<file path="src/rtl/sfot_ram_loader.sv">
// sfot_ram_loader: parses a framed byte stream (sync, start addr, length, payload, checksum)
// into program-memory writes and holds the 65C02 in reset until a load completes cleanly.
module sfot_ram_loader #(
  parameter int         MEM_WIDTH     = 8,
  parameter int         MEM_ADDR_BITS = 14,
  parameter logic [7:0] SYNC_BYTE     = 8'hA5
) (
  input  logic                     clk,
  input  logic                     resetn,
  input  logic [MEM_WIDTH-1:0]     s_data,
  input  logic                     s_valid,
  output logic                     s_ready,
  input  logic                     abort,
  output logic                     mem_we,
  output logic [MEM_ADDR_BITS-1:0] mem_addr,
  output logic [MEM_WIDTH-1:0]     mem_wdata,
  output logic                     cpu_hold,
  output logic                     load_done,
  output logic                     load_err
);

  typedef enum logic [3:0] {
    IDLE, ADDR_HI, ADDR_LO, LEN_HI, LEN_LO, DATA, CSUM, DONE, ERROR
  } state_t;

  localparam logic [16:0] MEM_SIZE = 17'd1 << MEM_ADDR_BITS;

  state_t                   state;
  logic [15:0]              start_addr;
  logic [7:0]               len_hi;
  logic [15:0]              remaining;
  logic [MEM_ADDR_BITS-1:0] wr_addr;
  logic [7:0]               csum;

  logic [15:0] frame_len;
  logic [16:0] frame_end;
  logic        range_bad;
  logic        in_frame;
  logic [7:0]  csum_next;

  assign s_ready   = 1'b1;
  assign frame_len = {len_hi, s_data};
  // 17-bit sum so a frame ending exactly at the top of memory is still accepted
  assign frame_end = {1'b0, start_addr} + {1'b0, frame_len};
  assign range_bad = ({1'b0, start_addr} >= MEM_SIZE) || (frame_end > MEM_SIZE);
  assign in_frame  = state inside {ADDR_HI, ADDR_LO, LEN_HI, LEN_LO, DATA, CSUM};
  assign csum_next = csum + s_data;

  always_ff @(posedge clk) begin
    if (!resetn) begin
      state      <= IDLE;
      start_addr <= '0;
      len_hi     <= '0;
      remaining  <= '0;
      wr_addr    <= '0;
      csum       <= '0;
      mem_we     <= 1'b0;
      mem_addr   <= '0;
      mem_wdata  <= '0;
      cpu_hold   <= 1'b1;
      load_done  <= 1'b0;
      load_err   <= 1'b0;
    end else begin
      mem_we <= 1'b0;
      if (abort && in_frame) begin
        state    <= ERROR;
        load_err <= 1'b1;
        cpu_hold <= 1'b1;
      end else if (s_valid) begin
        case (state)
          IDLE, DONE, ERROR: begin
            if (s_data == SYNC_BYTE) begin
              state     <= ADDR_HI;
              load_done <= 1'b0;
              load_err  <= 1'b0;
              cpu_hold  <= 1'b1;
              csum      <= '0;
            end
          end
          ADDR_HI: begin
            start_addr[15:8] <= s_data;
            state            <= ADDR_LO;
          end
          ADDR_LO: begin
            start_addr[7:0] <= s_data;
            state           <= LEN_HI;
          end
          LEN_HI: begin
            len_hi <= s_data;
            state  <= LEN_LO;
          end
          LEN_LO: begin
            if (range_bad) begin
              state    <= ERROR;
              load_err <= 1'b1;
              cpu_hold <= 1'b1;
            end else if (frame_len == 16'd0) begin
              state <= CSUM;
            end else begin
              state     <= DATA;
              remaining <= frame_len;
              wr_addr   <= start_addr[MEM_ADDR_BITS-1:0];
            end
          end
          DATA: begin
            mem_we    <= 1'b1;
            mem_addr  <= wr_addr;
            mem_wdata <= s_data;
            wr_addr   <= wr_addr + 1'b1;
            remaining <= remaining - 16'd1;
            csum      <= csum_next;
            if (remaining == 16'd1) state <= CSUM;
          end
          CSUM: begin
            if (csum_next == 8'd0) begin
              state     <= DONE;
              load_done <= 1'b1;
              cpu_hold  <= 1'b0;
            end else begin
              state    <= ERROR;
              load_err <= 1'b1;
              cpu_hold <= 1'b1;
            end
          end
          default: state <= IDLE;
        endcase
      end
    end
  end

endmodule

</file>
<file path="config.mk">
export PLATFORM = sky130hd
export DESIGN_NAME = sfot_ram_loader
export DESIGN_NICKNAME = d
export VERILOG_FILES = /design/src/rtl/sfot_ram_loader.sv
export SDC_FILE = /design/constraint.sdc
export NUM_CORES = 1
export LEC_CHECK = 0
export ABC_CLOCK_PERIOD_IN_PS = 4510
export CAP_MARGIN = 20
export CELL_PAD_IN_SITES_DETAIL_PLACEMENT = 1
export CELL_PAD_IN_SITES_GLOBAL_PLACEMENT = 2
export CORE_MARGIN = 3
export CORE_UTILIZATION = 36
export DETAILED_ROUTE_END_ITERATION = 10
export GPL_TIMING_DRIVEN = 0
export PLACE_DENSITY_LB_ADDON = 0.3
export SYNTH_ARGS = -nofsm -noshare
export SYNTH_HDL_FRONTEND = slang
export SYNTH_SLANG_ARGS = --single-unit
</file>
<file path="constraint.sdc">
create_clock -name clk -period 4.51 [get_ports clk]
set_input_delay 1.1275 -clock clk [delete_from_list [all_inputs] [get_ports clk]]
set_output_delay 1.1275 -clock clk [all_outputs]
set_load 0.01 [all_outputs]
</file>
-- Word level (Yosys, flattened, before mapping)
Cells that the tools add are included.
- mux-type cells: 28
- shifts and indexed selects: 0
- magnitude comparators: 2
- div/mod/pow operators: 0
- $mul: 0
- eq/ne operators: 20
- reductions and logical operators: 26
- bitwise operators: 3
- add/sub/neg operators: 4
- operators by type and width (cell ; number):
    $mux 16 ; 2
    $pmux 16 s2 ; 1
    $mux 14 ; 2
    $pmux 14 s2 ; 1
    $pmux 4 s7 ; 1
    $mux 4 ; 6
    $reduce_and 3->1 ; 6
    $add 16x16->17 ; 1
    $gt 17x15->1 const B ; 1
    $eq 16x1->1 const B ; 1
    $eq 4x3->1 const B ; 4
    $ge 16x15->1 const B ; 1
    $logic_not 16->1 ; 1
    $pmux 8 s2 ; 1
    $sub 16x1->16 const B ; 1
    $reduce_and 5->1 ; 3
    $add 14x1->14 const B ; 1
    $mux 1 ; 9
    $add 8x8->8 ; 1
    $eq 4x2->1 const B ; 2
    $eq 8x8->1 const B ; 1
    $logic_not 8->1 ; 1
    $mux 8 ; 1
    $ne 2x2->1 const B ; 4
    20 further kinds ; 30
- output and inout port bits: 27
- ROM bits: 0
- memory bits (writable): 0
- memories: 0
- bits in latches: 0
- bits in registers: 92
- input bits: 12

-- Logic depth before layout (Yosys ltp)
Gate-level depths: netlist of run 1.
- word-level depth: 7
- gate-level depth with buffers: 13

-- Worst setup path after synthesis of run 1
Ideal clock, no wire load.
- path type: in2reg
- start point: input port s_data[0]
- end point: register remaining[4]
- stages on the path: 12
- data arrival time: 3.813 ns
- slack: 0.579 ns
- buffers on the path: 1
- required time: 4.393 ns
- cell sequence: ha_1 > fa_1 > a21o_1 > a221oi_2 > a2bb2oi_1 > mux2i_1 > o2111a_1 > nand3_2 > a211oi_4 > buf_4 > o22ai_1 > a32o_1
- cells in the longest elaborated chain, start to end: 5
- elaborated cells between the ends (all ways): 7
- those cells by class: add/sub (1); order compare (1); eq/ne (2); reduce/logical (3)
- RTL lines (item ; line ; source):
    start: declaration ; 10 ; input logic [MEM_WIDTH-1:0] s_data,
    $add 16x16->17 ; 44 ; assign frame_end = {1'b0, start_addr} + {1'b0, frame_len};
    $gt 17x15->1 ; 45 ; assign range_bad = ({1'b0, start_addr} >= MEM_SIZE) || (frame_end > MEM_SIZE);
    $logic_or 1x1->1 ; 45 ;
    $ne 2x2->1 (no source line) ; -- ;
    $reduce_and 5->1 (no source line) (*) ; -- ;
    end signal: assignment ; 101 ; remaining <= frame_len;
    end signal: assignment ; 110 ; remaining <= remaining - 16'd1;
    end: declaration ; 31 ; logic [15:0] remaining;
Every way passes the cells marked *; elsewhere a longest branch is shown, timed or not.
A chain may end at the register's enable or synchronous reset.

-- Worst setup path in the final report of run 1
- start point: input port s_data[0]
- end point: register remaining[11]
The elaborated chain is that of the path after synthesis.

==> summary.txt, run 1 <==
Status
  • Status: finished clean

Timing
  • RSZ-0062 raised after global routing: no
  • Clock period minus final worst setup slack: 4.336 ns
  • Post-Route Skew: 0.01028 ns
  • Final Hold Fails: 0
  • Number of pins with negative max-slew slack in the final report: 0
  • Final setup violation count: 0
  • Max-slew headroom: 49.46%
  • Final worst slack: about 0.17 ns
  • Slew at the pin closest to its max-slew limit: roughly 0.76 ns
  • Period utilisation layout: 96.14%
  • Achievable Freq: 230.6 MHz

Floorplan
  • IO Count: 39
  • Core area: 15,480 um^2
  • Width of the die: 132.9 um
  • Initial Utilization: 37.44%
  • Chip Height: 132.9 um
  • Row cnt: 45
  • Die area: 17,660 um^2

Logic synthesis
  • Dominant cell by count in the synthesized netlist: sky130_fd_sc_hd__nand2_1
  • Portion of synthesized cell area occupied by the leading cell type: between 30% and 40%
  • Synth Area in Compound Gates: 26.81%
  • Number of synthesized flops with an enable pin: 0
  • Synth area leader: sky130_fd_sc_hd__dfxtp_1
  • Synthesized area divided by synthesized cell count: between 7 and 8 um^2
  • Share of the yosys chip area belonging to registers: 31.77%
  • Post-synth ARST share: 0%
  • Main synth FF type: sky130_fd_sc_hd__dfxtp_1
  • Post-Syn Nets: 765
  • Post-Synth XOR/XNOR Area: 2.029%
  • Adder-Cell Fraction of Synth Area: around 6.3%
  • Area fraction in and, or, nand and nor cells after synthesis: 23.57%
  • Main combinational cell family by area after synthesis: compound AO/OA/AOI/OAI gates
  • Yosys warns: 0
  • Synthesized netlist cell count: between 700 and 800
  • Number of storage elements in the synthesis netlist: 92
  • Multiplexer share of the synthesized area: 5.094%
  • Cell area after technology mapping: just under 6000 um^2
  • Top cells by instance count after synthesis: 113 x sky130_fd_sc_hd__nand2_1, 92 x sky130_fd_sc_hd__dfxtp_1, 66 x sky130_fd_sc_hd__nor2_1, 61 x sky130_fd_sc_hd__a21oi_1, 33 x sky130_fd_sc_hd__clkbuf_1
  • Top cells by area in the synthesized netlist: sky130_fd_sc_hd__dfxtp_1 32%, sky130_fd_sc_hd__nand2_1 7.3%, sky130_fd_sc_hd__ha_1 5.6%, sky130_fd_sc_hd__a21oi_1 5.3%, sky130_fd_sc_hd__mux2i_1 4.7%
  • Post-synthesis cell type count: a little over 80

Worst setup path
  • Worst-path fanout max: 10
  • Max stage delay on crit path: 0.43 ns
  • Largest delay share family, worst path: compound AO/OA/AOI/OAI gates
  • R2R cell count: 13
  • CP endpoint kind: register
  • Cell at the slowest stage of the critical path: sky130_fd_sc_hd__or3_1
  • CP startpoint kind: primary input
  • Series of cell instances along the critical path: clkdlybuf4s15_2, ha_2, fa_1, a21o_1, a221oi_4, o21ba_2, o41ai_4, nor3_2, mux2i_2, buf_4, clkbuf_2, or3_1, o22ai_1, o32ai_1
  • Worst endpoint data arrival time: 4.55 ns
  • Number of buffer and inverter instances along the worst setup path: 3
  • Setup CP Type: in2reg
  • Crit path depth: 14
  • Required time at the endpoint of the critical path: 4.73 ns

Routing
  • Antenna-violating nets left: 0
  • Top routing layer used: met4
  • Post-route met1 wirelength: 9537 um
  • Routed met2 length: 9973 um
  • Routed vias/inst: 5.980
  • Met3 WL post-DR: 1186 um
  • First-pass detailed-route iteration total: 5
  • Post-detailed-routing wire length: 21,460 um
  • DR vias: ~6,000
  • DRC violation total after the first TritonRoute iteration: between 400 and 500
  • Routed wire per std cell: between 20 and 25 um
  • Remaining design rule violation count: 0

Power
  • Largest voltage drop on the vdd net: 0.1684 mV
  • Power per Cell Area: 242.8 nW/um^2
  • Leakage dissipation: about 2.6 nW

Finish
  • Fin nets: between 800 and 900
  • Final instance count without filler cells: just under 1,000
  • Layout fillers: 1,889
  • Layout Area Growth over Synthesis: 16.64%
  • Layout cells sized above 1: 7.939%
  • Antenna diodes: 0

Global route
  • Maximum number of pins on one net before global-route repair: 17
  • Leftover overflow at the end of global routing: 0
  • Aggregate global-route resource usage: 24.26%
  • Number of global-route vias before repair: 6,056
  • Antenna violations before repair: 0
  • Global-route wire length before repair: 34,100 um

Clocking
  • Number of buffers inserted during clock tree synthesis: 9
  • Root Buffer: sky130_fd_sc_hd__clkbuf_16
  • Worst-path clk slew: 0.07 ns
  • Maximum buffer depth of the clock tree: 2
  • Clock Sinks: 92
  • CTS H-Tree Depth: 3
  • Worst skew pair latency: 0.36 ns
  • TritonCTS clock tree: built

Flow run
  • Number of maximum-capacitance constraint violations: 0

Placed design
  • Post-DP HPWL: 16,110 um
  • Post-Place Worst Slack: -0.9212 ns
  • Weighted congestion at the end of routability-driven global placement: between 0.9 and 1
  • Number of instances in the placed design: 973
  • Number of buffers added on ports: 37

Min path
  • Worst Hold Class: reg2reg
  • Instance count along the most critical hold path: 2
## logic make-up (layout without fill, tap and decap cells)
family | after synthesis | count (layout)
AO/OA/AOI/OAI | 214 | 214
XOR/XNOR | 11 | 11
adder cells (fa/ha/maj) | 28 | 28
buffers and inverters | 59 | 115
flip-flops | 92 | 92
multiplexers | 29 | 29
other | 1 | 1
AND/OR/NAND/NOR | 291 | 291
## per-stage QoR
step / utilization (%) / power [mW] / setup TNS (ns) / hold WS (ns) / area (um^2)
finish: 43.67 / 1.642 / 0 / 0.4583 / 6761
global route: 43.67 / 1.696 / 0 / 0.4764 / 6761
CTS: 43.50 / 1.649 / 0 / 0.4622 / 6735
detailed placement: 41.54 / 0.9224 / -29.62 / 0.4526 / 6431
global placement: 41.54 / 0.9200 / -27.10 / 0.4406 / 6431
floorplan: - / 0.8766 / 0 / 0.4385 / 5797
## registers in the layout, summed over array words and instances, names as in the netlist
| name | flops |
|---|---|
| mem_wdata | 8 |
| mem_we | 1 |
| csum | 8 |
| wr_addr | 14 |
| load_done | 1 |
| remaining | 16 |
| start_addr | 16 |
| mem_addr | 14 |
| len_hi | 8 |
| state | 4 |
| load_err | 1 |
| cpu_hold | 1 |
## final cells by class
class                           count  area [um^2]  share of cell area (%)
Buffer                             45        200.2                   2.961
Timing Repair Buffer               40        379.1                   5.607
Inverter                           14        52.55                  0.7772
Clock inverter                      6        47.55                  0.7032
Tap cell                          211        264.0                   3.905
Clock buffer                       10        229.0                   3.386
Multi-Input combinational cell    574         3747                   55.42
Sequential cell                    92         1842                   27.24
## final timing paths
path         slack [ns]       endpoint          start
min reg2reg        0.46   mem_wdata[1]   mem_wdata[1]
max reg2reg        1.01  remaining[11]  start_addr[0]
min                0.46   mem_wdata[1]   mem_wdata[1]
max                0.17  remaining[11]      s_data[0]
## timing repair
item	4_1_cts	5_1_grt
buffers inserted	3	0
hold buffers	0	0
pin swaps	1	1
setup endpoints to repair	36	32
resized for setup	10	12
## where the power goes
part           switching, mW  internal (mW)
sequential          0.000188          0.812
clock                  0.359          0.379
combinational         0.0662         0.0253
total                  0.425           1.22
## worst reg2reg max path, cell delays in order, from the launching register on
cell and delay [ns]:
sky130_fd_sc_hd__dfxtp_1 0.36, sky130_fd_sc_hd__ha_2 0.21, sky130_fd_sc_hd__fa_1 0.41, sky130_fd_sc_hd__a21o_1 0.25
sky130_fd_sc_hd__a221oi_4 0.33, sky130_fd_sc_hd__o21ba_2 0.24, sky130_fd_sc_hd__o41ai_4 0.09, sky130_fd_sc_hd__nor3_2 0.19
sky130_fd_sc_hd__mux2i_2 0.16, sky130_fd_sc_hd__buf_4 0.18, sky130_fd_sc_hd__clkbuf_2 0.20, sky130_fd_sc_hd__or3_1 0.43
sky130_fd_sc_hd__o22ai_1 0.18, sky130_fd_sc_hd__o32ai_1 0.12
## cell usage in the layout, fill, tap and decap left out, types with 5 or more instances in the layout
cell type,instances
sky130_fd_sc_hd__mux2i_1,27
sky130_fd_sc_hd__or3_1,15
sky130_fd_sc_hd__inv_1,14
sky130_fd_sc_hd__buf_4,6
sky130_fd_sc_hd__a32o_1,10
sky130_fd_sc_hd__a21oi_1,61
sky130_fd_sc_hd__nand3_1,18
sky130_fd_sc_hd__o32ai_1,13
sky130_fd_sc_hd__a211oi_1,9
sky130_fd_sc_hd__clkbuf_1,34
sky130_fd_sc_hd__ha_1,25
sky130_fd_sc_hd__o31ai_1,8
sky130_fd_sc_hd__dfxtp_1,92
sky130_fd_sc_hd__a22oi_1,5
sky130_fd_sc_hd__o22ai_1,19
sky130_fd_sc_hd__and3_1,9
sky130_fd_sc_hd__o21ai_1,6
sky130_fd_sc_hd__o21ai_0,19
sky130_fd_sc_hd__nand2b_1,9
sky130_fd_sc_hd__clkbuf_16,9
sky130_fd_sc_hd__clkdlybuf4s50_1,30
sky130_fd_sc_hd__nand2_1,113
sky130_fd_sc_hd__nor2_1,66
sky130_fd_sc_hd__nor3_1,18
sky130_fd_sc_hd__xnor2_1,6
sky130_fd_sc_hd__a22o_1,9
sky130_fd_sc_hd__a21o_1,11
sky130_fd_sc_hd__nor4_1,10
## layer usage
| metal | GRT usage (%) | vias to the layer above |
|---|---|---|
| met4 | 10.22 | 0 |
| met5 | 0 | - |
| met3 | 4.068 | 41 |
| met2 | 39.11 | 197 |
| met1 | 32.08 | 2912 |
| li1 | - | 2782 |
Note: power is estimated with default switching activity, not from simulation.
==> inputs of run 2 (changes only) <==
--- a/config.mk
+++ b/config.mk
@@ -13,7 +13,7 @@
 export CORE_UTILIZATION = 36
 export DETAILED_ROUTE_END_ITERATION = 10
 export GPL_TIMING_DRIVEN = 0
-export PLACE_DENSITY_LB_ADDON = 0.3
+export PLACE_DENSITY_LB_ADDON = 0.1
 export SYNTH_ARGS = -nofsm -noshare
 export SYNTH_HDL_FRONTEND = slang
 export SYNTH_SLANG_ARGS = --single-unit
==> summary.txt, run 2 (synthesized netlist as in run 1, its figures left out) <==
Global route
  • Met1 track demand over resource in global routing: 33.40% (+1.3 points)
  • Met2 capacity usage during global routing: 40.24% (+1.1 points)
  • Number of global-route vias before repair: 6,140 (+1.4%)
  • Leftover overflow at the end of global routing: 0 (unchanged)
  • Most Crowded Layer GR: met2
  • Maximum number of pins on one net before global-route repair: 19 (+2)
  • Global-route wire length before repair: 34,860 um (+2.2%)
  • Aggregate global-route resource usage: 25.07% (+0.81 points)
  • Global routing met3 resource utilization: 4.259% (+0.19 points)
  • Antenna violations before repair: 0 (unchanged)

Min path
  • Worst Hold Class: reg2reg
  • WHS Endpoint: mem_wdata[7]
  • Instance count along the most critical hold path: 2 (unchanged)
  • Launch point of the worst hold path: mem_wdata[7]

Power
  • Leakage dissipation: 2.595 nW (+0.96%)
  • Largest voltage drop on the vdd net: 0.1631 mV (-3.2%)
  • Power per Cell Area: 247.8 nW/um^2 (+2.1%)
  • Final Power: 1.683 mW (+2.5%)

Worst setup path
  • Max stage delay on crit path: 0.55 ns (+0.12 ns)
  • Series of cell instances along the critical path: dlygate4sd2_1, ha_1, a21o_1, a221oi_4, a2bb2oi_2, mux2i_1, o2111a_1, nand3_4, a211oi_4, buf_4, nor2_4, buf_6, o32ai_2
  • R2R Path End: remaining[13]
  • CP startpoint kind: primary input
  • Number of buffer and inverter instances along the worst setup path: 3 (unchanged)
  • Cell at the slowest stage of the critical path: sky130_fd_sc_hd__dlygate4sd2_1
  • Internal reg-to-reg setup slack: 0.98 ns (-0.03 ns)
  • Required time at the endpoint of the critical path: 4.78 ns (+0.05 ns)
  • Worst-path fanout max: 10 (unchanged)
  • Worst endpoint data arrival time: 4.63 ns (+0.08 ns)
  • Largest delay share family, worst path: compound AO/OA/AOI/OAI gates
  • Setup CP Type: in2reg
  • R2R cell count: 13 (unchanged)
  • CP endpoint kind: register
  • Crit path depth: 13 (-1)
  • RR Startpoint: start_addr[0]

Routing
  • Post-detailed-routing wire length: 22,190 um (+3.4%)
  • First-pass detailed-route iteration total: 5 (unchanged)
  • Remaining design rule violation count: 0 (unchanged)
  • Antenna-violating nets left: 0 (unchanged)
  • DRC violation total after the first TritonRoute iteration: 394 (-13%)
  • Routed vias/inst: 5.953 (-0.45%)
  • DR vias: 5,917 (-0.25%)
  • Routed wire per std cell: 22.33 um (+3.2%)

Floorplan
  • Row cnt: 45 (unchanged)
  • Core area: 15,480 um^2 (unchanged)
  • Width of the die: 132.9 um (unchanged)
  • IO Count: 39 (unchanged)
  • Chip Height: 132.9 um (unchanged)
  • Initial Utilization: 37.44% (unchanged)
  • Die area: 17,660 um^2 (unchanged)

Timing
  • Max-slew headroom: 47.03% (-2.4 points)
  • Final Hold Fails: 0 (unchanged)
  • Final setup violation count: 0 (unchanged)
  • Slew at the pin closest to its max-slew limit: 0.7945 ns (+0.03646 ns)
  • Final worst slack: 0.1526 ns (-0.02137 ns)
  • Achievable Freq: 229.5 MHz (-0.49%)
  • Hold slack: 0.4581 ns (-0.0001630 ns)
  • Post-Route Skew: 0.01325 ns (+0.002967 ns)
  • Number of pins with negative max-slew slack in the final report: 0 (unchanged)
  • Setup TNS: 0 ns (unchanged)
  • Clock period minus final worst setup slack: 4.357 ns (+0.02137 ns)
  • Period utilisation layout: 96.62% (+0.47 points)

Clocking
  • Worst-path clk slew: 0.08 ns (about the same)
  • Root Buffer: sky130_fd_sc_hd__clkbuf_16
  • CTS H-Tree Depth: 3 (unchanged)
  • Hold-fix buffers, CTS: 0 (unchanged)
  • Number of buffers inserted during clock tree synthesis: 9 (unchanged)
  • Worst skew pair latency: 0.36 ns (about the same)
  • Maximum buffer depth of the clock tree: 2 (unchanged)
  • Clock Sinks: 92 (unchanged)
  • TritonCTS clock tree: built

Placed design
  • Placement-stage cell area: 6431 um^2 (unchanged)
  • Number of buffers added on ports: 37 (unchanged)
  • Number of instances in the placed design: 973 (unchanged)
  • Post-Place Worst Slack: -0.9677 ns (-0.04648 ns)
  • Post-DP HPWL: 16,270 um (+1.0%)
  • Weighted congestion at the end of routability-driven global placement: 0.8879 (-4.2%)

Finish
  • Layout cells sized above 1: 8.046% (+0.11 points)
  • Most common cell after layout, fill and taps aside: sky130_fd_sc_hd__nand2_1
  • Post-route core utilization: 43.87% (+0.20 points)
  • Biggest regs: remaining (16), start_addr (16)
  • Final instance count without filler cells: 994 (+0.20%)
  • Fin nets: 818 (+0.25%)
  • Layout Area Growth over Synthesis: 17.18%
  • Layout Cell Area excl Fill: 6793 um^2 (+0.46%)
  • Antenna diodes: 0 (unchanged)
  • Top library cells by usage in the layout, fill and taps aside: 113 x sky130_fd_sc_hd__nand2_1, 92 x sky130_fd_sc_hd__dfxtp_1, 66 x sky130_fd_sc_hd__nor2_1, 61 x sky130_fd_sc_hd__a21oi_1, 33 x sky130_fd_sc_hd__clkbuf_1
  • Layout fillers: 1,920 (+1.6%)

Status
  • Status: finished clean

Flow run
  • Number of maximum-capacitance constraint violations: 0 (unchanged)
-- run 2: changes by cell type in the layout (fill, tap and decap cells not counted), moves of 2 or more --
cell	before	now
sky130_fd_sc_hd__clkinv_4	2	0
sky130_fd_sc_hd__clkdlybuf4s15_2	1	3
sky130_fd_sc_hd__inv_8	0	3
sky130_fd_sc_hd__buf_4	6	8
-- run 2: report_power, final --
group	switching [mW]	leakage [nW]	internal [mW]
clock	0.386	0.147	0.392
combinational	0.0677	1.71	0.0258
sequential	0.000188	0.741	0.812
total	0.454	2.59	1.23
-- run 2: worst max path at each step --
stage                          from       endpoint  slack, ns
final                     s_data[4]  remaining[13]       0.15
after global routing      s_data[4]  remaining[14]      -0.03
after CTS                 s_data[0]  remaining[13]       0.03
after detailed placement  s_data[1]   remaining[2]      -0.97
after global placement    s_data[0]   remaining[2]      -0.92
after floorplan           s_data[0]   remaining[4]       0.58
-- run 2: cell type report --
cell class	instances	area, um^2	area share, %
repair buffers	42	402.9	5.931
multi-input cells	574	3741	55.07
clock inverters	7	65.06	0.9578
clock buffers	9	225.2	3.316
inverters	14	52.55	0.7736
flip-flops and latches	92	1842	27.11
well taps	211	264.0	3.887
plain buffers	45	200.2	2.947
-- run 2: metal layers --
| layer | part of all wire (%) | wire length, um | vias up |
|---|---|---|---|
| met1 | 46 | 10100 | 2894 |
| met3 | 5.2 | 1158 | 46 |
| met4 | 3.5 | 773 | 0 |
| met5 | 0 | 0 | - |
| li1 | - | - | 2778 |
| met2 | 46 | 10160 | 199 |
-- run 2: timing repair --
item	in CTS	in global routing
buffers inserted	4	1
resized for setup	16	6
pin swaps	1	1
setup endpoints to repair	36	31
-- run 2: worst reg2reg max path, stage by stage, from the launching register on --
cell,delay [ns]
sky130_fd_sc_hd__dfxtp_1,0.36
sky130_fd_sc_hd__ha_2,0.21
sky130_fd_sc_hd__fa_1,0.42
sky130_fd_sc_hd__a21o_1,0.25
sky130_fd_sc_hd__a221oi_4,0.36
sky130_fd_sc_hd__a2bb2oi_2,0.20
sky130_fd_sc_hd__mux2i_1,0.21
sky130_fd_sc_hd__o2111a_1,0.26
sky130_fd_sc_hd__nand3_4,0.16
sky130_fd_sc_hd__a211oi_4,0.31
sky130_fd_sc_hd__buf_4,0.17
sky130_fd_sc_hd__nor2_4,0.07
sky130_fd_sc_hd__buf_6,0.22
sky130_fd_sc_hd__o32ai_2,0.24
==> inputs of run 3 (changes only) <==
--- a/config.mk
+++ b/config.mk
@@ -10,10 +10,10 @@
 export CELL_PAD_IN_SITES_DETAIL_PLACEMENT = 1
 export CELL_PAD_IN_SITES_GLOBAL_PLACEMENT = 2
 export CORE_MARGIN = 3
-export CORE_UTILIZATION = 36
+export CORE_UTILIZATION = 30
 export DETAILED_ROUTE_END_ITERATION = 10
 export GPL_TIMING_DRIVEN = 0
-export PLACE_DENSITY_LB_ADDON = 0.1
+export PLACE_DENSITY = 0.72
 export SYNTH_ARGS = -nofsm -noshare
 export SYNTH_HDL_FRONTEND = slang
 export SYNTH_SLANG_ARGS = --single-unit
==> summary.txt, run 3 (synthesized netlist as in run 1, its figures left out) <==
Global route
  • Number of global-route vias before repair: 6,183 (+0.70%)
  • Leftover overflow at the end of global routing: 0 (unchanged)
  • Aggregate global-route resource usage: 21.67% (-3.4 points)
  • Maximum number of pins on one net before global-route repair: 17 (-2)
  • Global-route wire length before repair: 35,810 um (+2.7%)
  • Antenna violations before repair: 0 (unchanged)

Timing
  • Final setup violation count: 0 (unchanged)
  • Post-Route Skew: 0.009773 ns (-0.003475 ns)
  • Achievable Freq: 228.0 MHz (-0.67%)
  • Max-slew headroom: 45.41% (-1.6 points)
  • RSZ-0062 raised after global routing: no
  • Slew at the pin closest to its max-slew limit: 0.8188 ns (+0.02427 ns)
  • Clock period minus final worst setup slack: 4.387 ns (+0.02937 ns)
  • Final worst slack: 0.1232 ns (-0.02937 ns)
  • Number of pins with negative max-slew slack in the final report: 0 (unchanged)
  • Final Hold Fails: 0 (unchanged)
  • Period utilisation layout: 97.27% (+0.65 points)

Finish
  • Fin nets: 816 (-0.24%)
  • Layout fillers: 2,250 (+17%)
  • Area occupied by multi-input gates: 3735 um^2 (-0.17%)
  • Biggest regs: remaining (16), start_addr (16)
  • Layout cells sized above 1: 8.323% (+0.28 points)
  • Top library cells by usage in the layout, fill and taps aside: 113 x sky130_fd_sc_hd__nand2_1, 92 x sky130_fd_sc_hd__dfxtp_1, 66 x sky130_fd_sc_hd__nor2_1, 61 x sky130_fd_sc_hd__a21oi_1, 33 x sky130_fd_sc_hd__clkbuf_1
  • Most common cell after layout, fill and taps aside: sky130_fd_sc_hd__nand2_1
  • Antenna diodes: 0 (unchanged)
  • FF/Latch Area: 1842 um^2 (unchanged)
  • Layout Area Growth over Synthesis: 17.94%

Floorplan
  • Chip Height: 145.0 um (+9.1%)
  • Die area: 21,030 um^2 (+19%)
  • IO Count: 39 (unchanged)
  • Initial Utilization: 30.78% (-6.7 points)
  • Width of the die: 145.0 um (+9.1%)
  • Row cnt: 50 (+11%)
  • Core area: 18,830 um^2 (+22%)

Worst setup path
  • Worst endpoint data arrival time: 4.65 ns (+0.02 ns)
  • CP endpoint kind: register
  • Required time at the endpoint of the critical path: 4.77 ns (about the same)
  • Setup CP Type: in2reg
  • CP startpoint kind: primary input
  • Worst-path fanout max: 10 (unchanged)

Clocking
  • Clock Sinks: 92 (unchanged)
  • Maximum buffer depth of the clock tree: 2 (unchanged)
  • Worst skew pair latency: 0.36 ns (about the same)
  • TritonCTS clock tree: built
  • Root Buffer: sky130_fd_sc_hd__clkbuf_16
  • Worst-path clk slew: 0.07 ns (about the same)
  • Number of buffers inserted during clock tree synthesis: 9 (unchanged)
  • CTS H-Tree Depth: 3 (unchanged)

Routing
  • DR vias: 5,909 (-0.14%)
  • Remaining design rule violation count: 0 (unchanged)
  • Post-detailed-routing wire length: 23,120 um (+4.2%)
  • Routed met2 length: 10,870 um (+7.0%)
  • Routed vias/inst: 5.676 (-4.6%)
  • Routed wire per std cell: 22.21 um (-0.52%)
  • DRC violation total after the first TritonRoute iteration: 394 (unchanged)
  • Top routing layer used: met4
  • First-pass detailed-route iteration total: 5 (unchanged)
  • Antenna-violating nets left: 0 (unchanged)
  • Met3 WL post-DR: 943 um (-19%)
  • Post-route met1 wirelength: 10,520 um (+4.1%)

Status
  • Status: finished clean

Placed design
  • Post-Place Worst Slack: -1.041 ns (-0.07300 ns)
  • Weighted congestion at the end of routability-driven global placement: 0.8750 (-1.5%)
  • Post-DP HPWL: 16,780 um (+3.1%)
  • Number of buffers added on ports: 37 (unchanged)

Power
  • Final Power: 1.714 mW (+1.8%)
  • Leakage dissipation: 2.576 nW (-0.72%)
  • Largest voltage drop on the vdd net: 0.1573 mV (-3.5%)
  • Power per Cell Area: 250.7 nW/um^2 (+1.2%)

Min path
  • Worst Hold Class: reg2reg

Flow run
  • Number of maximum-capacitance constraint violations: 0 (unchanged)
run 3: cell count changes in the layout (fill, tap and decap cells not counted), sizes merged:
cell	before	now
bufinv	0	1
dlygate4sd2	3	0
inv	20	16
clkdlybuf4s15	3	2
clkinv	1	2
clkbuf	44	47
clkinvlp	0	1
run 3: routing by layer:
metal | track usage (%) | vias to the layer above
li1 | - | 2787
met1 | 28.11 | 2908
met2 | 35.96 | 164
met3 | 3.935 | 50
met4 | 8.266 | 0
met5 | 0 | -
run 3: final timing paths:
check                      from            end  slack (ns)  depth (start not counted)
setup reg to reg  start_addr[0]  remaining[13]        0.79                         12
hold reg to reg    mem_wdata[6]   mem_wdata[6]        0.45                          2
setup / recovery      s_data[4]  remaining[13]        0.12                         12
hold / removal     mem_wdata[6]   mem_wdata[6]        0.45                          2
run 3: report_power, final:
| part | leakage (nW) | total (mW) | switching, mW | internal, mW |
|---|---|---|---|---|
| Combinational | 1.69 | 0.0949 | 0.0694 | 0.0255 |
| Clock | 0.149 | 0.807 | 0.358 | 0.449 |
| Sequential | 0.741 | 0.812 | 0.000177 | 0.812 |
| Total | 2.58 | 1.71 | 0.428 | 1.29 |
run 3: through the flow:
stage | hold slack, ns | setup TNS [ns] | instance area [um^2] | std cells | util, %
floorplan | 0.4385 | 0 | 5797 | 725 | -
global placement | 0.4426 | -29.66 | 6492 | 1022 | 34.48
detailed placement | 0.4479 | -33.53 | 6492 | 1022 | 34.48
CTS | 0.4579 | 0 | 6843 | 1041 | 36.34
global route | 0.4767 | 0 | 6837 | 1041 | 36.31
finish | 0.4542 | 0 | 6837 | 1041 | 36.31
run 3: area by class of cell:
class | instances | area share, %
plain buffers | 45 | 2.983
well taps | 260 | 4.758
flip-flops and latches | 92 | 26.94
inverters | 14 | 0.7687
clock buffers | 10 | 3.496
clock inverters | 6 | 1.007
repair buffers | 40 | 5.417
multi-input cells | 574 | 54.63
run 3: critical path, stage by stage:
cell and delay [ns]:
sky130_fd_sc_hd__clkdlybuf4s15_2 0.32, sky130_fd_sc_hd__ha_1 0.43, sky130_fd_sc_hd__a21o_1 0.33, sky130_fd_sc_hd__a221oi_4 0.41, sky130_fd_sc_hd__a2bb2oi_1 0.26, sky130_fd_sc_hd__mux2i_1 0.23, sky130_fd_sc_hd__o2111a_1 0.27, sky130_fd_sc_hd__nand3_4 0.16
sky130_fd_sc_hd__a211oi_4 0.41, sky130_fd_sc_hd__nor2_2 0.19, sky130_fd_sc_hd__buf_6 0.24, sky130_fd_sc_hd__o32ai_2 0.26
run 3: timing repair:
action	4_1_cts	5_1_grt
endpoints found under the setup margin	36	20
pin swaps	1	0
hold buffers	0	0
resized for setup	21	11
buffers inserted	3	0
endpoints found under the hold margin	0	0
